--- src/rtl/mem_share_arbiter_pkg.sv ---
// Shared types and constants for the memory-sharing arbiter.
// Holds the FSM state encoding, requester identifiers and read-return depth.
// Imported by the top, the round-robin arbiter and the client interface users.
package mem_share_arbiter_pkg;

  typedef enum logic {
    ST_INIT  = 1'b0,
    ST_SERVE = 1'b1
  } state_t;

  // Requester identifiers double as bit positions in req/gnt vectors
  localparam logic REQ_A = 1'b0;
  localparam logic REQ_B = 1'b1;

  // Grant-to-rvalid distance: one edge to register the memory read command,
  // one edge for the memory to register its read data
  localparam int RD_LAT = 2;

endpackage

--- src/rtl/mem_share_arbiter_if.sv ---
// Client-side bundle of the memory-sharing arbiter: two req/gnt command ports plus read return.
// Latency: none (wires only).
// Backpressure: a requester holds req and its command fields until it sees gnt.
interface mem_share_arbiter_if #(
  parameter int ADDR = 10,
  parameter int DATA = 32
);

  logic            a_req;
  logic            a_we;
  logic [ADDR-1:0] a_addr;
  logic [DATA-1:0] a_wdata;
  logic            a_gnt;
  logic            a_rvalid;

  logic            b_req;
  logic            b_we;
  logic [ADDR-1:0] b_addr;
  logic [DATA-1:0] b_wdata;
  logic            b_gnt;
  logic            b_rvalid;

  logic [DATA-1:0] rdata;

  // Arbiter side
  modport slave (
    input  a_req, a_we, a_addr, a_wdata,
    input  b_req, b_we, b_addr, b_wdata,
    output a_gnt, a_rvalid, b_gnt, b_rvalid, rdata
  );

  // Client side
  modport master (
    output a_req, a_we, a_addr, a_wdata,
    output b_req, b_we, b_addr, b_wdata,
    input  a_gnt, a_rvalid, b_gnt, b_rvalid, rdata
  );

endinterface

--- src/rtl/mem_share_arbiter_rr_arb2.sv ---
// Two-way round-robin arbiter with a last-winner pointer.
// Latency: grant is combinational from req, enable and pointer; pointer updates on the granting edge.
// Backpressure: a losing requester keeps req high and is guaranteed the next contended grant.
module rr_arb2
  import mem_share_arbiter_pkg::*;
(
  input  logic       clk,
  input  logic       rst_n,
  input  logic       en_i,
  input  logic [1:0] req_i,
  output logic [1:0] gnt_o
);

  logic last_q;
  logic last_d;

  // Lone requester wins outright; on contention the one not granted last wins
  always_comb begin
    gnt_o = 2'b00;
    if (en_i) begin
      if (req_i == 2'b11) begin
        if (last_q == REQ_B) begin
          gnt_o[REQ_A] = 1'b1;
        end else begin
          gnt_o[REQ_B] = 1'b1;
        end
      end else begin
        gnt_o = req_i;
      end
    end
  end

  // Pointer only moves when somebody is actually granted
  always_comb begin
    last_d = last_q;
    if (gnt_o[REQ_A]) begin
      last_d = REQ_A;
    end else if (gnt_o[REQ_B]) begin
      last_d = REQ_B;
    end
  end

  // Reset to "B last" so A has first priority
  always_ff @(posedge clk or negedge rst_n) begin
    if (!rst_n) begin
      last_q <= REQ_B;
    end else begin
      last_q <= last_d;
    end
  end

endmodule

--- src/rtl/mem_share_arbiter.sv ---
// Sequencer/arbiter in front of a dual-port memory: post-reset fill sweep, then A/B round-robin sharing.
// Latency: command registered to the memory one edge after gnt; read data + rvalid two edges after gnt.
// Backpressure: no grants during the fill sweep; contending requesters alternate, at most one grant per cycle.
module mem_share_arbiter
  import mem_share_arbiter_pkg::*;
#(
  parameter int              ADDR     = 10,
  parameter int              DATA     = 32,
  parameter bit              INIT_EN  = 1'b1,
  parameter logic [DATA-1:0] INIT_VAL = '0
) (
  input  logic               clk,
  input  logic               rst_n,
  mem_share_arbiter_if.slave cli,
  output logic               init_done,
  output logic               mem_rst,
  output logic               mem_wr_en,
  output logic [ADDR-1:0]    mem_wr_addr,
  output logic [DATA-1:0]    mem_wr_data,
  output logic               mem_rd_en,
  output logic [ADDR-1:0]    mem_rd_addr,
  input  logic [DATA-1:0]    mem_rd_data
);

  localparam logic [ADDR-1:0] CNT_LAST = {ADDR{1'b1}};

  state_t          state_q, state_d;
  logic [ADDR-1:0] cnt_q, cnt_d;
  logic            init_done_q, init_done_d;
  logic            mem_rst_q, mem_rst_d;
  logic            wr_en_q, wr_en_d;
  logic [ADDR-1:0] wr_addr_q, wr_addr_d;
  logic [DATA-1:0] wr_data_q, wr_data_d;
  logic            rd_en_q, rd_en_d;
  logic [ADDR-1:0] rd_addr_q, rd_addr_d;

  // Read-return pipeline: valid and owner per stage
  logic [RD_LAT-1:0] pv_q, pv_d;
  logic [RD_LAT-1:0] po_q, po_d;

  logic            serve;
  logic [1:0]      req;
  logic [1:0]      gnt;
  logic            sel_b;
  logic            cmd_we;
  logic [ADDR-1:0] cmd_addr;
  logic [DATA-1:0] cmd_wdata;
  logic            rd_issue;

  assign serve      = (state_q == ST_SERVE);
  assign req[REQ_A] = cli.a_req;
  assign req[REQ_B] = cli.b_req;

  rr_arb2 u_arb (
    .clk   (clk),
    .rst_n (rst_n),
    .en_i  (serve),
    .req_i (req),
    .gnt_o (gnt)
  );

  assign cli.a_gnt = gnt[REQ_A];
  assign cli.b_gnt = gnt[REQ_B];

  // Command fields are taken from whichever requester holds the grant
  assign sel_b     = gnt[REQ_B];
  assign cmd_we    = sel_b ? cli.b_we    : cli.a_we;
  assign cmd_addr  = sel_b ? cli.b_addr  : cli.a_addr;
  assign cmd_wdata = sel_b ? cli.b_wdata : cli.a_wdata;
  assign rd_issue  = (|gnt) & ~cmd_we;

  // Next-state for the FSM and every memory-side register
  always_comb begin
    state_d     = state_q;
    cnt_d       = cnt_q;
    init_done_d = init_done_q;
    mem_rst_d   = mem_rst_q;
    wr_en_d     = 1'b0;
    wr_addr_d   = wr_addr_q;
    wr_data_d   = wr_data_q;
    rd_en_d     = 1'b0;
    rd_addr_d   = rd_addr_q;
    case (state_q)
      ST_INIT: begin
        if (INIT_EN) begin
          // One fill write per cycle; read register held in clear throughout
          wr_en_d   = 1'b1;
          wr_addr_d = cnt_q;
          wr_data_d = INIT_VAL;
          mem_rst_d = 1'b1;
          cnt_d     = cnt_q + 1'b1;
          if (cnt_q == CNT_LAST) begin
            state_d     = ST_SERVE;
            init_done_d = 1'b1;
          end
        end else begin
          state_d     = ST_SERVE;
          init_done_d = 1'b1;
          mem_rst_d   = 1'b0;
        end
      end
      ST_SERVE: begin
        mem_rst_d = 1'b0;
        if (|gnt) begin
          if (cmd_we) begin
            wr_en_d   = 1'b1;
            wr_addr_d = cmd_addr;
            wr_data_d = cmd_wdata;
          end else begin
            rd_en_d   = 1'b1;
            rd_addr_d = cmd_addr;
          end
        end
      end
      default: begin
        state_d = ST_INIT;
      end
    endcase
  end

  // FSM state and registered memory-side outputs
  always_ff @(posedge clk or negedge rst_n) begin
    if (!rst_n) begin
      state_q     <= ST_INIT;
      cnt_q       <= '0;
      init_done_q <= 1'b0;
      mem_rst_q   <= 1'b1;
      wr_en_q     <= 1'b0;
      wr_addr_q   <= '0;
      wr_data_q   <= '0;
      rd_en_q     <= 1'b0;
      rd_addr_q   <= '0;
    end else begin
      state_q     <= state_d;
      cnt_q       <= cnt_d;
      init_done_q <= init_done_d;
      mem_rst_q   <= mem_rst_d;
      wr_en_q     <= wr_en_d;
      wr_addr_q   <= wr_addr_d;
      wr_data_q   <= wr_data_d;
      rd_en_q     <= rd_en_d;
      rd_addr_q   <= rd_addr_d;
    end
  end

  // Shift read tags along with the memory's own read latency
  always_comb begin
    pv_d    = '0;
    po_d    = '0;
    pv_d[0] = rd_issue;
    po_d[0] = sel_b;
    for (int i = 1; i < RD_LAT; i++) begin
      pv_d[i] = pv_q[i-1];
      po_d[i] = po_q[i-1];
    end
  end

  // Tags are dropped on reset so a read in flight never reports back
  always_ff @(posedge clk or negedge rst_n) begin
    if (!rst_n) begin
      pv_q <= '0;
      po_q <= '0;
    end else begin
      pv_q <= pv_d;
      po_q <= po_d;
    end
  end

  assign cli.a_rvalid = pv_q[RD_LAT-1] & (po_q[RD_LAT-1] == REQ_A);
  assign cli.b_rvalid = pv_q[RD_LAT-1] & (po_q[RD_LAT-1] == REQ_B);
  assign cli.rdata    = mem_rd_data;

  assign init_done   = init_done_q;
  assign mem_rst     = mem_rst_q;
  assign mem_wr_en   = wr_en_q;
  assign mem_wr_addr = wr_addr_q;
  assign mem_wr_data = wr_data_q;
  assign mem_rd_en   = rd_en_q;
  assign mem_rd_addr = rd_addr_q;

endmodule

--- src/flat_wrapper.sv ---
// flat-port wrapper written by rule: the top's interface ports become plain ports
module mem_share_arbiter_flat import mem_share_arbiter_pkg::*;
#(
  parameter int              ADDR     = 10,
  parameter int              DATA     = 32,
  parameter bit              INIT_EN  = 1'b1,
  parameter logic [DATA-1:0] INIT_VAL = '0
)
  (clk, rst_n, init_done, mem_rst, mem_wr_en, mem_wr_addr, mem_wr_data, mem_rd_en, mem_rd_addr, mem_rd_data, cli_a_req, cli_a_we, cli_a_addr, cli_a_wdata, cli_b_req, cli_b_we, cli_b_addr, cli_b_wdata, cli_a_gnt, cli_a_rvalid, cli_b_gnt, cli_b_rvalid, cli_rdata);
  mem_share_arbiter_if #(.ADDR(ADDR), .DATA(DATA)) cli_i ();
  input  logic clk;
  input  logic rst_n;
  output logic init_done;
  output logic mem_rst;
  output logic mem_wr_en;
  output logic [ADDR-1:0] mem_wr_addr;
  output logic [DATA-1:0] mem_wr_data;
  output logic mem_rd_en;
  output logic [ADDR-1:0] mem_rd_addr;
  input  logic [DATA-1:0] mem_rd_data;
  input wire logic [$bits(cli_i.a_req)-1:0] cli_a_req;
  input wire logic [$bits(cli_i.a_we)-1:0] cli_a_we;
  input wire logic [$bits(cli_i.a_addr)-1:0] cli_a_addr;
  input wire logic [$bits(cli_i.a_wdata)-1:0] cli_a_wdata;
  input wire logic [$bits(cli_i.b_req)-1:0] cli_b_req;
  input wire logic [$bits(cli_i.b_we)-1:0] cli_b_we;
  input wire logic [$bits(cli_i.b_addr)-1:0] cli_b_addr;
  input wire logic [$bits(cli_i.b_wdata)-1:0] cli_b_wdata;
  output wire logic [$bits(cli_i.a_gnt)-1:0] cli_a_gnt;
  output wire logic [$bits(cli_i.a_rvalid)-1:0] cli_a_rvalid;
  output wire logic [$bits(cli_i.b_gnt)-1:0] cli_b_gnt;
  output wire logic [$bits(cli_i.b_rvalid)-1:0] cli_b_rvalid;
  output wire logic [$bits(cli_i.rdata)-1:0] cli_rdata;
  assign cli_i.a_req = cli_a_req;
  assign cli_i.a_we = cli_a_we;
  assign cli_i.a_addr = cli_a_addr;
  assign cli_i.a_wdata = cli_a_wdata;
  assign cli_i.b_req = cli_b_req;
  assign cli_i.b_we = cli_b_we;
  assign cli_i.b_addr = cli_b_addr;
  assign cli_i.b_wdata = cli_b_wdata;
  assign cli_a_gnt = cli_i.a_gnt;
  assign cli_a_rvalid = cli_i.a_rvalid;
  assign cli_b_gnt = cli_i.b_gnt;
  assign cli_b_rvalid = cli_i.b_rvalid;
  assign cli_rdata = cli_i.rdata;
  mem_share_arbiter #(.ADDR(ADDR), .DATA(DATA), .INIT_EN(INIT_EN), .INIT_VAL(INIT_VAL)) u_core (.clk(clk), .rst_n(rst_n), .cli(cli_i), .init_done(init_done), .mem_rst(mem_rst), .mem_wr_en(mem_wr_en), .mem_wr_addr(mem_wr_addr), .mem_wr_data(mem_wr_data), .mem_rd_en(mem_rd_en), .mem_rd_addr(mem_rd_addr), .mem_rd_data(mem_rd_data));
endmodule
--- config.mk ---
export PLATFORM = sky130hd
export DESIGN_NAME = mem_share_arbiter_flat
export DESIGN_NICKNAME = d
export VERILOG_FILES = /design/src/rtl/mem_share_arbiter_pkg.sv /design/src/rtl/mem_share_arbiter_if.sv /design/src/rtl/mem_share_arbiter_rr_arb2.sv /design/src/rtl/mem_share_arbiter.sv /design/src/flat_wrapper.sv
export SDC_FILE = /design/constraint.sdc
export NUM_CORES = 1
export LEC_CHECK = 0
export BUFFER_PORTS_ARGS = -buffer_cell sky130_fd_sc_hd__buf_4
export CAP_MARGIN = 25
export CORE_ASPECT_RATIO = 1.1
export CORE_UTILIZATION = 45
export CTS_BUF_LIST = sky130_fd_sc_hd__clkbuf_4
export DETAILED_ROUTE_END_ITERATION = 6
export HOLD_SLACK_MARGIN = 0.03
export PLACE_DENSITY = 0.85
export SKIP_LAST_GASP = 1
export SLEW_MARGIN = 20
export SYNTH_ARGS = -nofsm -noshare
export SYNTH_HDL_FRONTEND = slang
export SYNTH_SLANG_ARGS = --single-unit
--- constraint.sdc ---
create_clock -name clk -period 5 [get_ports clk]
set_clock_uncertainty 0.1 [all_clocks]
set_input_delay 1 -clock clk [delete_from_list [all_inputs] [get_ports clk]]
set_output_delay 1 -clock clk [all_outputs]
set_load 0.005 [all_outputs]
==> flow_metrics.env, run 1 <==
export IMPL_status="complete, no violations"
export IMPL_slew_headroom=0.411
export IMPL_hpwlAfterDp_um=5910
export IMPL_drt_first_pass_iters=4
export IMPL_yosysUniqueCellTypes=36
export IMPL_layout_drive_gt1_share=0.421
export IMPL_path_delay_family="buffers and inverters"
export IMPL_critPathMaxStageDelay_ns=0.29
export IMPL_ios=214
export IMPL_slew_violations=0
export IMPL_cts_tree="done"
export IMPL_drc=0
export IMPL_fin_crit_ns=3.06
export IMPL_clock_latency_ns=0.41
export IMPL_r2r_setup_slack_ns=2.53
export IMPL_synth_ff_latch_count=72
export IMPL_fin_crit_sh=0.612
export IMPL_synth_area_per_cell_um2=11.0
export IMPL_cp_slowest_cell="nand2_2"
export IMPL_worstPathRequired_ns=3.90
export IMPL_rsz0062_at_grt="no"
export IMPL_worst_pin_slew_ns=0.883
export IMPL_finalSetupViolCount=0
export IMPL_finalNetCount=548
export IMPL_drt_wl_total_um=8140
export IMPL_critPathArrivalTime_ns=1.96
export IMPL_cts_root_buf="clkbuf_4"
export IMPL_grt_usage=0.217
export IMPL_area_delta_synth_final_pct=33.6
export IMPL_drt_initial_drc_count=128
export IMPL_clockBufferDepth=2
export IMPL_crit_top_cell="buf_4"
export IMPL_syn_nets=432
export IMPL_synth_top_cells_by_area="dfrtp_1 51%, mux2i_1 14%, buf_4 7.0%"
export IMPL_critPathBufInv=3
export IMPL_netlist_instances=309
export IMPL_globalplace_congestion=0.774
export IMPL_finalCoreUtilization=0.635
export IMPL_portBuffers=149
export IMPL_h_tree_depth=3
export IMPL_critPathKind="in2out"
export IMPL_gr_total_overflow=0
export IMPL_fmax_ghz=0.327
export IMPL_yosysWarnings=0
export IMPL_grt_pass1_wl_um=13200
export IMPL_routedWlPerCell_um=15.8
export IMPL_fp_dieH_um=93.3
export IMPL_dieWidth_um=85.0
export IMPL_yosys_area_top_type="dfrtp_1"
export IMPL_synth_ff_type="dfrtp_1"
export IMPL_whs_ns=0.268
export IMPL_drv_cap=0
export IMPL_n_antenna_cell=0
export IMPL_dieArea_mm2=0.00793
export IMPL_clock_sinks=72
export IMPL_coreArea_mm2=0.00717
export IMPL_fillers=602
export IMPL_grt_start_max_net_pins=73
export IMPL_synth_edf_count=0
export IMPL_antenna_found_initial=0
export IMPL_worstPathCellList="buf_4 > a21boi_2 > nand2_2 > inv_1 > buf_4"
export IMPL_cts_buffers_inserted=9
export IMPL_drt_antenna_violating_nets=0
export IMPL_cts_hold_buffers=0
export IMPL_cts_clk_slew_worst_paths_ns=0.12
export IMPL_min_path_type="reg2reg"
export IMPL_syn_area_mm2=0.00341
export IMPL_p_leak_nw=2.61
export IMPL_startpoint_type="primary input"
export IMPL_finalHoldViolations=0
export IMPL_ys_async_sr_fraction=1.00
export IMPL_rows=32
export IMPL_p_per_area_mw_per_mm2=247
export IMPL_setup_worst_path_end_class="output port"
export IMPL_start_util=0.476
export IMPL_grt_pass1_vias=2726
export IMPL_ys_seq_area_frac=0.529
export IMPL_power_w=0.00112
export IMPL_vias_per_cell=5.23
export IMPL_cts_setup_buffers=0
export IMPL_ir_drop_mv=0.163
export IMPL_synth_top_area_frac=0.514
export IMPL_ctsResizeCount=0
export IMPL_path_max_fanout=12
export IMPL_tns_ns=0
export IMPL_vias=2694
cell families (layout without fill, tap and decap cells):
family	count (synthesis)	count (layout)	synth area share
DFF	72	72	0.529
buffers and inverters	59	180	0.105
and+or+nand+nor	55	55	0.0697
xor gates and xnor gates	9	9	0.0231
muxes	53	53	0.159
adders and majority gates	1	1	0.00367
AOI/OAI and AO/OA	60	60	0.110
layout make-up:
class	count	area, um^2	area share
Sequential cell	72	1800	0.396
Multi-Input combinational cell	178	1260	0.277
Timing Repair Buffer	152	1160	0.255
Clock inverter	7	110	0.0242
Tap cell	85	106	0.0234
Clock buffer	9	67.6	0.0148
Inverter	12	45.0	0.00989
power by group:
group | switching [W] | internal (W)
clock | 0.000202 | 0.000249
combinational | 0.0000320 | 0.0000556
sequential | 0.00000120 | 0.000584
total | 0.000235 | 0.000889
worst paths after layout:
check | from | to | cells past startpoint
max | cli_a_req | cli_b_gnt | 5
min | u_core.pv_q[0] | u_core.pv_q[1] | 0
max reg2reg | u_core.serve | u_core.mem_rd_addr[7] | 3
min reg2reg | u_core.pv_q[0] | u_core.pv_q[1] | 0
max in group asynchronous | rst_n | u_core.mem_wr_data[22] | 1
min in group asynchronous | rst_n | u_core.mem_wr_addr[5] | 1
worst register-to-register path, cell delays in order, from the launching register on:
cell	delay, ns
dfrtp_1	0.57
inv_1	0.51
o32a_1	0.77
mux2_2	0.42
Yosys cell counts, drive strengths merged (2+ instances only):
cell     n
and2     2
dfstp    2
inv     12
a22o     4
a31o     3
o21ai   39
a22oi    7
dfrtp   70
mux2     7
clkbuf   7
xor2     3
nand2   40
nor2     5
buf     40
nand3    2
mux2i   46
xnor2    6
layer usage:
| metal | vias up | GRT usage | routed length, um | share of wire |
|---|---|---|---|---|
| li1 | 1264 | - | - | - |
| met1 | 1286 | 0.250 | 3200 | 0.39 |
| met2 | 122 | 0.383 | 4230 | 0.52 |
| met3 | 22 | 0.0450 | 504 | 0.062 |
| met4 | 0 | 0.107 | 202 | 0.025 |
| met5 | - | 0 | 0 | 0 |
through the flow:
step | std cells | setup WS [ns] | area [um^2]
finish | 515 | 1.94 | 4550
detailed placement | 499 | 1.88 | 4380
CTS | 515 | 1.94 | 4550
global placement | 498 | 1.98 | 4350
floorplan | 309 | 2.21 | 3410
global route | 515 | 1.84 | 4550
cells in the final DEF, fill, tap and decap left out, types with 2 or more instances in the layout:
master | synthesis | routed
buf_4 | 32 | 151
dfrtp_1 | 70 | 70
mux2i_1 | 46 | 46
nand2_1 | 40 | 39
o21ai_0 | 39 | 39
inv_1 | 12 | 12
clkbuf_4 | 0 | 9
a22oi_1 | 7 | 7
mux2_2 | 6 | 6
xnor2_1 | 6 | 6
nor2_1 | 5 | 5
a22o_1 | 4 | 4
a31o_2 | 3 | 3
xor2_1 | 3 | 3
bufinv_16 | 0 | 3
and2_1 | 2 | 2
nand3_1 | 2 | 2
clkinv_1 | 0 | 2
dfstp_2 | 2 | 2
state kept, by name (all words and copies together), names as in the netlist:
| register | count |
|---|---|
| u_core.pv_q | 2 |
| u_core.init_done | 1 |
| u_core.cnt_q | 10 |
| u_core.mem_rd_addr | 10 |
| u_core.mem_wr_addr | 10 |
| u_core.mem_rd_en | 1 |
| u_core.serve | 1 |
| u_core.u_arb.last_q | 1 |
| u_core.po_q | 2 |
| u_core.mem_wr_data | 32 |
| u_core.mem_rst | 1 |
| u_core.mem_wr_en | 1 |
No activity file was read; power rests on OpenSTA's default activity.
==> run 2, diff against run 1 <==
Settings changed: CORE_UTILIZATION 45 to 44, PLACE_DENSITY 0.85 to 0.83.
Clock period 5 ns to 3.05 ns, I/O delays scaled along.
==> run 2 against run 1 <==
Highest routed layer unchanged. Wire length rose by 1.4%. Final area is 0.52% higher. Critical path type is now reg2out. Via count increased by 0.22%. Sequential share of layout area shrank 0.21 points. Critical endpoint is now cli_a_gnt. Flip-flop and latch count did not move. Clock power is 49% higher. Clock-buffer cell count increased by 3. Die area rose by 2.2%. Global-route usage shrank 0.80 points.
==> flow_metrics.env, run 2 (synthesis results as in run 1) <==
export IMPL_r2r_start="u_core.serve"
export IMPL_mostFrequentLayoutCell="buf_4"
export IMPL_grt_pass1_vias=2759
export IMPL_grt_usage=0.209
export IMPL_power_w=0.00177
export IMPL_grt_start_max_net_pins=73
export IMPL_coreArea_mm2=0.00747
export IMPL_cts_tree="done"
export IMPL_slew_violations=0
export IMPL_finalSetupViolCount=0
export IMPL_path_max_fanout=15
export IMPL_vias_per_cell=5.00
export IMPL_portBuffers=149
export IMPL_critPathArrivalTime_ns=1.64
export IMPL_fp_dieH_um=94.3
export IMPL_clockBufferDepth=2
export IMPL_startpoint_type="register"
export IMPL_ctsResizeCount=0
export IMPL_worst_pin_slew_ns=0.894
export IMPL_cts_setup_buffers=0
export IMPL_finalHoldViolations=0
export IMPL_rsz0062_at_grt="no"
export IMPL_path_delay_family="buffers and inverters"
export IMPL_cts_hold_buffers=0
export IMPL_slew_headroom=0.404
export IMPL_reg2reg_to="u_core.mem_rd_addr[5]"
export IMPL_fmax_ghz=0.426
export IMPL_dieArea_mm2=0.00811
export IMPL_tns_ns=0
export IMPL_drc=0
export IMPL_min_path_type="in2async"
export IMPL_crit_top_cell="buf_4"
export IMPL_critPathBufInv=3
export IMPL_status="complete, no violations"
export IMPL_drt_wl_total_um=8250
export IMPL_r2r_setup_slack_ns=1.01
export IMPL_drt_initial_drc_count=134
export IMPL_area_delta_synth_final_pct=34.3
export IMPL_finalNetCount=553
export IMPL_layout_drive_gt1_share=0.430
export IMPL_cts_buffers_inserted=9
export IMPL_grt_pass1_wl_um=13000
export IMPL_dieWidth_um=85.9
export IMPL_antenna_found_initial=0
export IMPL_cts_root_buf="clkbuf_4"
export IMPL_drt_antenna_violating_nets=0
export IMPL_start_util=0.456
export IMPL_drt_first_pass_iters=4
export IMPL_clock_sinks=72
export IMPL_n_antenna_cell=0
export IMPL_final_cell_mix="157 x buf_4, 70 x dfrtp_1, 46 x mux2i_1"
export IMPL_drv_cap=0
export IMPL_setup_worst_path_end_class="output port"
export IMPL_ir_drop_mv=0.258
export IMPL_fin_crit_ns=2.35
export IMPL_h_tree_depth=3
export IMPL_vias=2700
export IMPL_fillers=634
export IMPL_p_leak_nw=2.62
export IMPL_critPathKind="reg2out"
export IMPL_rr_worst_depth=5
export IMPL_cts_clk_slew_worst_paths_ns=0.12
export IMPL_fin_crit_sh=0.770
export IMPL_clock_latency_ns=0.39
export IMPL_rows=33
export IMPL_critPathMaxStageDelay_ns=0.42
export IMPL_gr_total_overflow=0
export IMPL_hpwlAfterDp_um=6140
export IMPL_p_per_area_mw_per_mm2=387
export IMPL_worstPathCellList="buf_4 > inv_1 > nor2_1 > buf_4"
export IMPL_worstPathRequired_ns=2.34
export IMPL_routedWlPerCell_um=15.3
export IMPL_cp_slowest_cell="inv_1"
export IMPL_ios=214
export IMPL_largest_reg_flops=32
export IMPL_globalplace_congestion=0.771
## run 2: cell count changes in the layout (fill, tap and decap cells not counted)
| cell | before | now |
|---|---|---|
| buf_16 | 1 | 0 |
| bufinv_16 | 3 | 2 |
| clkbuf_4 | 9 | 12 |
| clkinv_1 | 2 | 1 |
| buf_4 | 151 | 157 |
| clkinvlp_4 | 1 | 0 |
## run 2: power breakdown
| group | total [W] | internal (W) | switching (W) |
|---|---|---|---|
| Combinational | 0.000144 | 0.0000912 | 0.0000526 |
| Clock | 0.000670 | 0.000358 | 0.000312 |
| Sequential | 0.000959 | 0.000958 | 0.00000191 |
## run 2: how the worst max path moves through the flow
| stage | startpoint | to | slack, ns | cells past startpoint |
|---|---|---|---|---|
| 2_1_floorplan | cli_b_req | cli_b_gnt | 1.04 | 4 |
| 3_3_place_gp | cli_a_req | cli_b_gnt | 1.0 | 5 |
| 3_5_place_dp | cli_a_req | cli_b_gnt | 0.93 | 5 |
| 4_1_cts | u_core.serve | cli_a_gnt | 0.67 | 4 |
| 5_1_grt | u_core.serve | cli_a_gnt | 0.56 | 4 |
| 6_report | u_core.serve | cli_a_gnt | 0.70 | 4 |
## run 2: layer usage
layer | global-route usage | wire [um] | share of wire
met5 | 0 | 0 | 0
met3 | 0.0510 | 609 | 0.074
met4 | 0.0931 | 163 | 0.020
met1 | 0.259 | 3350 | 0.41
met2 | 0.347 | 4130 | 0.50
## run 2: metrics by stage
stage	worst slack (ns)	util	hold slack, ns	instances	cell area, um^2
CTS	0.674	0.613	0.251	540	4580
detailed placement	0.928	0.591	0.236	524	4420
global route	0.556	0.613	0.281	540	4580
global placement	0.999	0.591	0.241	524	4420
finish	0.702	0.613	0.224	540	4580
floorplan	1.04	-	0.214	309	3410
## run 2: final cells by class
class / count / area (um^2) / share of cell area
inverters: 12 / 45.0 / 0.00984
flip-flops and latches: 72 / 1800 / 0.394
well taps: 105 / 131 / 0.0287
clock inverters: 4 / 68.8 / 0.0150
clock buffers: 12 / 90.1 / 0.0197
multi-input cells: 178 / 1260 / 0.275
repair buffers: 157 / 1180 / 0.257
==> run 3, diff against run 2 <==
Clock period 3.05 ns to 2.2 ns, I/O delays scaled along.
==> run 3 against run 2 <==
Register-to-register slack lost 0.67 ns. Critical path depth is the same. Utilization barely moved. Via count is 1.8% higher. Flip-flop and latch count unchanged. Cell count up 0.56%. Non-clock buffer count up 3. Clock power grew 0.6%. Critical endpoint unchanged. Largest power group unchanged.
==> flow_metrics.env, run 3 (synthesis results as in run 1) <==
export IMPL_cts_buffers_inserted=9
export IMPL_grt_pass1_wl_um=12900
export IMPL_vias=2748
export IMPL_n_antenna_cell=0
export IMPL_drt_initial_drc_count=137
export IMPL_p_sw_w=0.000535
export IMPL_cts_clk_slew_worst_paths_ns=0.12
export IMPL_area_delta_synth_final_pct=34.2
export IMPL_grt_pass1_vias=2754
export IMPL_final_cell_mix="157 x buf_4, 70 x dfrtp_1, 46 x mux2i_1"
export IMPL_critPathArrivalTime_ns=1.52
export IMPL_finalNonFillerCells=543
export IMPL_place_inst=526
export IMPL_clockBufferDepth=2
export IMPL_fp_dieH_um=94.3
export IMPL_drt_wl_total_um=8330
export IMPL_min_path_type="in2reg"
export IMPL_gr_total_overflow=0
export IMPL_rows=33
export IMPL_p_int_w=0.00168
export IMPL_rsz0062_at_grt="no"
export IMPL_layout_drive_gt1_share=0.427
export IMPL_power_w=0.00221
export IMPL_finalNetCount=556
export IMPL_setup_worst_path_end_class="output port"
export IMPL_largest_reg_flops=32
export IMPL_clock_latency_ns=0.40
export IMPL_slew_headroom=0.746
export IMPL_startpoint_type="register"
export IMPL_dieWidth_um=85.9
export IMPL_finalHoldViolations=0
export IMPL_worst_pin_slew_ns=0.381
export IMPL_mostFrequentLayoutCell="buf_4"
export IMPL_grt_usage=0.212
export IMPL_status="complete, no violations"
export IMPL_coreArea_mm2=0.00747
export IMPL_hpwlAfterDp_um=6360
export IMPL_antenna_found_initial=0
export IMPL_drt_first_pass_iters=4
export IMPL_grt_start_max_net_pins=45
export IMPL_fin_crit_sh=0.934
export IMPL_globalplace_congestion=0.767
export IMPL_cts_tree="done"
export IMPL_tns_ns=0
export IMPL_p_sw_frac=0.242
export IMPL_routedWlPerCell_um=15.3
export IMPL_start_util=0.456
export IMPL_drv_cap=0
export IMPL_portBuffers=149
export IMPL_path_max_fanout=4
export IMPL_drt_antenna_violating_nets=0
export IMPL_r2r_setup_slack_ns=0.34
export IMPL_cts_root_buf="clkbuf_4"
export IMPL_critPathKind="reg2out"
export IMPL_finalSetupViolCount=0
export IMPL_clock_sinks=72
export IMPL_post_place_ws_ns=0.235
export IMPL_clockPowerShare=0.305
export IMPL_fin_crit_ns=2.06
export IMPL_drc=0
export IMPL_ir_drop_mv=0.227
export IMPL_fmax_ghz=0.486
export IMPL_ios=214
export IMPL_worstPathRequired_ns=1.66
export IMPL_h_tree_depth=3
export IMPL_pwr_share_seq=0.602
export IMPL_finalWorstSetupSlack_ns=0.144
export IMPL_slew_violations=0
export IMPL_vias_per_cell=5.06
export IMPL_pwr_share_comb=0.094
export IMPL_p_leak_nw=2.60
export IMPL_p_per_area_mw_per_mm2=483
export IMPL_dieArea_mm2=0.00811
## run 3: cell count changes in the layout (fill, tap and decap cells not counted), sizes merged
cell	previous run	this run
clkinv	2	4
dlygate4sd3	0	1
bufinv	2	0
clkbuf	12	9
buf	157	159
clkinvlp	0	3
## run 3: worst paths after layout
| path | start | end | depth (start not counted) |
|---|---|---|---|
| max | u_core.u_arb.last_q | cli_a_gnt | 4 |
| min | cli_a_req | u_core.u_arb.last_q | 2 |
| max reg2reg | u_core.u_arb.last_q | u_core.mem_rd_addr[0] | 5 |
| min reg2reg | u_core.po_q[0] | u_core.po_q[1] | 0 |
| max in group asynchronous | rst_n | u_core.u_arb.last_q | 3 |
| min in group asynchronous | rst_n | u_core.mem_rd_addr[3] | 2 |
## run 3: layer usage
layer,track usage,vias to the layer above,part of all wire
met1,0.241,1322,0.37
met3,0.0668,22,0.084
li1,-,1274,-
met4,0.104,0,0.021
met5,0,-,0
met2,0.361,130,0.52
## run 3: timing repair
action	CTS	global route
hold endpoints to repair	28	0
setup buffers	0	0
hold buffers	1	0
gates resized for setup	0	0
## run 3: through the flow
step / hold slack (ns) / utilization / cell area, um^2
3_3_place_gp: 0.234 / 0.597 / 4460
6_report: 0.108 / 0.612 / 4580
5_1_grt: 0.0915 / 0.612 / 4580
4_1_cts: 0.0944 / 0.612 / 4580
2_1_floorplan: 0.0444 / - / 3410
3_5_place_dp: 0.243 / 0.597 / 4460
## run 3: power groups by stage
stage | logic (W) | clock network [W] | registers, W
6_report | 0.000208 | 0.000674 | 0.00133
5_1_grt | 0.000228 | 0.000753 | 0.00133
4_1_cts | 0.000211 | 0.000691 | 0.00133
3_5_place_dp | 0.000209 | 0 | 0.00136
3_3_place_gp | 0.000202 | 0 | 0.00136
2_1_floorplan | 0.0000826 | 0 | 0.00136
## run 3: cell type report
class | instances | area, um^2
fill | 626 | 2900
tap | 105 | 131
clock buffer | 9 | 67.6
timing repair buffer | 160 | 1230
clock inverter | 7 | 38.8
sequential | 72 | 1800
inverter | 12 | 45.0
multi-input combinational | 178 | 1260
## run 3: worst max-delay path, stage by stage, from the launching register on
cell and delay (ns):
dfstp_2 0.57, nand2b_1 0.21, nand2_1 0.10, nor2_1 0.11
buf_4 0.12
